==> src/rtl/multi_spi_tx.sv <==
// MultiSPI transmitter: serialises a REGSIZE-bit frame as MSB-first nibbles on O,
// framing each nibble with S, holding each for DIV cycles and honouring a far-end hold.
module multi_spi_tx #(
  parameter int REGSIZE = 32,
  parameter int DIV     = 1
) (
  input  logic               clk,
  input  logic               rst,
  input  logic               load_valid,
  output logic               load_ready,
  input  logic [REGSIZE-1:0] load_data,
  input  logic               hold,
  output logic [3:0]         O,
  output logic [1:0]         S,
  output logic               busy,
  output logic               done
);

  localparam int NIB = REGSIZE / 4;
  localparam int CW  = $clog2(NIB + 1);
  localparam logic [CW-1:0] CNT_LOAD = CW'(NIB);
  localparam logic [CW-1:0] CNT_ONE  = CW'(1);
  localparam logic [7:0]    PRE_LOAD = 8'(DIV - 1);

  typedef enum logic {IDLE = 1'b0, SEND = 1'b1} state_t;

  state_t             state, state_n;
  logic [REGSIZE-1:0] sh, sh_n;
  logic [CW-1:0]      cnt, cnt_n;
  logic [7:0]         pre, pre_n;
  logic               done_q, done_n;

  // Handshake: a frame transfers on a rising edge where load_valid and load_ready
  // are both high; load_ready is high exactly in IDLE (including the done cycle),
  // so offers made while busy are simply not taken.
  always_comb begin
    state_n = state;
    sh_n    = sh;
    cnt_n   = cnt;
    pre_n   = pre;
    done_n  = 1'b0;
    case (state)
      IDLE: begin
        if (load_valid) begin
          sh_n    = load_data;
          cnt_n   = CNT_LOAD;
          pre_n   = PRE_LOAD;
          state_n = SEND;
        end
      end
      SEND: begin
        if (!hold) begin
          if (pre != 8'd0) begin
            pre_n = pre - 8'd1;
          end else begin
            sh_n  = sh << 4;
            cnt_n = cnt - CNT_ONE;
            pre_n = PRE_LOAD;
            // Last nibble finished: the following IDLE cycle carries the done pulse
            if (cnt == CNT_ONE) begin
              state_n = IDLE;
              done_n  = 1'b1;
            end
          end
        end
      end
      default: state_n = IDLE;
    endcase
  end

  always_ff @(posedge clk) begin
    if (rst) begin
      state  <= IDLE;
      sh     <= '0;
      cnt    <= '0;
      pre    <= '0;
      done_q <= 1'b0;
    end else begin
      state  <= state_n;
      sh     <= sh_n;
      cnt    <= cnt_n;
      pre    <= pre_n;
      done_q <= done_n;
    end
  end

  assign load_ready = (state == IDLE);
  assign busy       = (state == SEND);
  assign done       = done_q;
  assign O          = busy ? sh[REGSIZE-1 -: 4] : 4'h0;
  assign S          = busy ? ((cnt == CNT_ONE) ? 2'b10 : 2'b01) : 2'b00;

endmodule

==> config.mk <==
export PLATFORM = sky130hd
export DESIGN_NAME = multi_spi_tx
export DESIGN_NICKNAME = d
export VERILOG_FILES = /design/src/rtl/multi_spi_tx.sv
export SDC_FILE = /design/constraint.sdc
export NUM_CORES = 1
export LEC_CHECK = 0
export CAP_MARGIN = 10
export CORE_ASPECT_RATIO = 1.1
export CORE_MARGIN = 8
export CORE_UTILIZATION = 52
export CTS_BUF_LIST = sky130_fd_sc_hd__clkbuf_8
export DETAILED_ROUTE_END_ITERATION = 6
export PLACE_DENSITY = 0.88
export SYNTH_ARGS = -nofsm -noshare
export SYNTH_HDL_FRONTEND = slang
export SYNTH_SLANG_ARGS = --single-unit
==> constraint.sdc <==
create_clock -name clk -period 1.8 [get_ports clk]
set_input_delay 0.45 -clock clk [delete_from_list [all_inputs] [get_ports clk]]
set_output_delay 0.45 -clock clk [all_outputs]
set_load 0.005 [all_outputs]
# Yosys cells after proc, flatten, opt, wreduce, memory -nomap -nowiden
# Index checks and enable logic that the tools add are counted.
# word_totals
regBits,46
in_bits,36
output_inout_bits,9
word_cells,37
# classes
add_sub_neg,2
n_bitwise,1
muxes,21
eq_ne,4
reduce_logical,4
# ops
operator,count
32-bit two-way mux,3
32-bit case mux with 2 select lines,1
8-bit two-way mux,3
4-bit two-way mux,4
8-bit case mux with 2 select lines,1
4-bit case mux with 2 select lines,1
8-bit nonzero test,1
8-bit by 1-bit subtractor with 8-bit output (second input constant),1
2-bit inequality test (second input constant),3
1-bit two-way mux,5
4-bit by 1-bit == test with 1-bit output (second input constant),1
2-bit two-way mux,2
4-bit OR reduction,1
4-bit by 1-bit subtractor with 4-bit output (second input constant),1
3-bit AND reduction,1
1-bit case mux with 2 select lines,1
2-bit AND reduction,1
1-bit inverter,1

# Depth between registers and ports, before layout
# depth
ltp_word,5
depth_mapped,8
mapped_depth_nobuf,6

# Worst setup path before layout
# No wires, ideal clock.
# synth_timing
path_kind,flip-flop to flip-flop
start,register pre[0]
end,register sh[0]
setup_time_ns,0.117
synth_period_minus_slack_ns,1.568
path_slack_ns,0.232
t_arrival_ns,1.452
t_required_ns,1.683
path_stages_with_launch,8
path_cell_list,dfxtp_1 > inv_1 > ha_1 > nor3b_2 > a21oi_2 > buf_6 > o21ba_4 > a22o_1
# synth_between
elab_chain_cells,3
# synth_rtl
item,line,source
"start, declared",30,"logic [7:0] pre, pre_n;"
"start signal, assigned",82,pre <= pre_n;
8-bit nonzero test,53,if (pre != 8'd0) begin
2-bit inequality test (no line),-,
3-bit AND reduction (no line),-,
"end signal, assigned",80,sh <= sh_n;
"end, declared",28,"logic [REGSIZE-1:0] sh, sh_n;"
# No other way between the ends.
# A chain may end at the register's enable or synchronous reset.

# Worst setup path after layout
# layout_timing
start,register cnt[1]
end,output S[0]
# layout_between
elab_chain_cells,3
# layout_rtl
item,line,source
"start, declared",29,"logic [CW-1:0] cnt, cnt_n;"
"start signal, assigned",81,cnt <= cnt_n;
4-bit by 1-bit == test with 1-bit output,91,assign S = busy ? ((cnt == CNT_ONE) ? 2'b10 : 2'b01) : 2'b00;
2-bit two-way mux (2 in series),91,
"end, declared",14,"output logic [1:0] S,"
# No other way between the ends.

==> flow_summary.yaml <==
pwr:
  powerDensity_nw_per_um2: 966.2
  p_total_mw: 2.828
  leakage_nw: 1.087
  irDropWorstVdd_v: 0.0005924
worst_setup_path:
  crit_start: "cnt[1]"
  cp_max_fo: 2
  r2r_setup_slack_ps: 100
  r2r_cells: 7
  reg2reg_to: "sh[29]"
  crit_path_end_kind: "output pin"
  path_class: "reg2out"
  cp-start-kind: "flip-flop"
  crit_required_ps: 1350
  cp.arrival_ps: 1330
  rr_startpoint: "pre[0]"
synthesis:
  synthFlopType: "dfxtp_1"
  ys.warnings.count: 0
  synth.area.top_cells: "dfxtp_1 (43%), o21ai_0 (7.3%), a21oi_1 (7.0%)"
  syn_inst: 231
  yosys.area.top_type_share: 0.4304
  synthArstFlopShare: 0
  synth_edf_count: 0
  synth_area_leader_cell: "dfxtp_1"
  synth-seq-area-share: 0.4304
  synth_nets: 270
  synth_area_um2: 2140
  yosys.cell_types.count: 40
  ys_ff_latch: 46
  synth_area_per_cell_um2: 9.262
placement:
  gp_congestion: 0.8018
  place.detailed.hpwl_mm: 4.059
  placed_cells: 330
  port-buffer-count: 44
  pre_cts_slack_ps: -156.2
cts:
  cts_made_buffers: 5
  root_buffer: "clkbuf_8"
  cts.clk_slew.worst_paths_ps: 80
  cts_htree_levels: 2
  numClockSinks: 46
  cts_tree: "done"
  clock_latency_ps: 300
  clk_path_buf_depth: 2
sta:
  fin_ws_ps: 24.84
  tightest_slew_ps: 658.0
  grt_setup_unrepaired: "yes"
  finalMaxSlewViolations: 0
  period_minus_slack_ps: 1775
  maxSlewHeadroom: 0.5604
  setup_viol: 0
  final-hold-violation-count: 0
  worst_clock_skew_ps: 8.257
  fmax_mhz: 563.3
  period_share: 0.9862
die:
  placementRows: 24
  core_area_um2: 3964
  die_x_um: 77.16
  dieArea_um2: 6426
  die_y_um: 83.28
  io-pin-count: 45
  start_util: 0.5398
global_route:
  grt_pass1_vias: 2018
  grt_antenna_before_repair: 0
  grt_util_all_layers: 0.1817
  grt_pass1_wl_mm: 9.611
  grt_max_degree: 37
  grt_overflow: 0
final_layout:
  fillers: 300
  fin_nets: 327
  fin_cells: 341
  syn_to_final_growth_pct: 36.78
  regArea_um2: 927.1
  num_antenna_cells: 0
  drive_above_1_share: 0.2180
  multi_input_comb_area_um2: 1081
hold_path:
  holdCritStartpoint: "sh[16]"
  hold_path.class: "reg2reg"
  holdPathEnd: "sh[16]"
  worstHoldPathCells: 2
route:
  viasPerCell: 5.762
  via_count: 1965
  routedWlPerCell_um: 17.13
  wl_mm: 5.840
  firstDrtPassIters: 4
  drc: 0
  drtIter0Drc: 91
  ant_nets: 0
outcome:
  status: "completed"
job:
  drv_cap: 0
-- report_power, final --
part | internal (mW) | switching, mW | total [mW]
logic | 0.350 | 0.354 | 0.704
clock network | 0.592 | 0.354 | 0.946
registers | 1.10 | 0.0727 | 1.18
-- repair_timing --
action | in CTS | in global routing
setup endpoints to repair | 7 | 20
gates resized for setup | 19 | 5
buffers inserted | 3 | 1
hold buffers | 0 | 0
pin swaps | 1 | 2
-- layout make-up --
class | count | area share
clock inverters | 2 | 0.02052
well taps | 52 | 0.02223
clock buffers | 6 | 0.02822
inverters | 7 | 0.008978
multi-input cells | 157 | 0.3694
repair buffers | 71 | 0.2339
flip-flops and latches | 46 | 0.3168
-- Yosys cell counts, types with 2 or more instances --
| cell | number |
|---|---|
| a21oi_1 | 30 |
| a21oi_2 | 2 |
| a22o_1 | 4 |
| a22oi_1 | 20 |
| a22oi_2 | 10 |
| and2_1 | 5 |
| buf_2 | 3 |
| buf_6 | 2 |
| buf_8 | 2 |
| clkbuf_1 | 11 |
| dfxtp_1 | 46 |
| ha_1 | 3 |
| inv_1 | 7 |
| nand2_1 | 3 |
| nand2b_1 | 3 |
| nand4_1 | 2 |
| nor2_1 | 8 |
| nor2b_1 | 4 |
| nor3_1 | 9 |
| nor3b_1 | 2 |
| o211ai_1 | 3 |
| o21ai_0 | 31 |
| xor2_1 | 4 |
-- flip-flops by register name (all words and copies together), names as in the netlist --
signal / flops
busy: 1
cnt: 4
done: 1
pre: 8
sh: 32
-- how the worst max path moves through the flow --
stage,slack (ps),endpoint,cells after the start
after detailed placement,-160,cnt[0],5
after floorplan,230,sh[0],7
after CTS,0.5,S[1],5
after global routing,-30,S[0],6
final,20,S[0],6
after global placement,-140,cnt[0],5
-- kinds of logic after synthesis --
kind of cell	Yosys count	synth area share
buffers and inverters	28	0.07836
and+or+nand+nor	43	0.1216
xor gates and xnor gates	5	0.02047
DFF	46	0.4304
adders and majority gates	3	0.01755
AOI/OAI and AO/OA	106	0.3316
-- worst max-delay path: stages (launching register included) --
cell	delay (ps)
dfxtp_2	350
inv_2	50
ha_4	150
nor3b_4	140
buf_4	130
nor2_1	80
buf_2	120
-- per-stage QoR --
| step | util | TNS [ps] | area (um^2) | hold WS (ps) |
|---|---|---|---|---|
| after floorplan | - | 0 | 2140 | 445.4 |
| after global placement | 0.6903 | -3436 | 2736 | 458.0 |
| after detailed placement | 0.6903 | -4261 | 2736 | 462.1 |
| after CTS | 0.7352 | 0 | 2914 | 474.8 |
| after global routing | 0.7383 | -26.54 | 2927 | 498.0 |
| final | 0.7383 | 0 | 2927 | 477.9 |
-- metal layers --
metal / GRT usage / routed length [um]
met5: 0 / 0
met4: 0.07216 / 113
met1: 0.2084 / 2482
met3: 0.04418 / 222
met2: 0.3129 / 3022
-- cell usage in the layout, fill, tap and decap left out, drive strengths merged, types with 2 or more instances in the layout --
cell type,synthesis,final
and2,5,5
xor2,4,4
a22o,4,4
ha,3,3
nand4,2,2
bufinv,0,2
nor3b,3,3
a22oi,30,30
nor3,9,9
nor2b,4,4
inv,7,7
o211ai,3,3
clkdlybuf4s50,0,37
a21oi,32,32
dfxtp,46,46
buf,9,28
nor2,9,9
nand2b,3,3
clkbuf,12,7
dlygate4sd2,0,4
o21ai,31,31
nand2,3,3
Power figures use the tool's default switching activity.
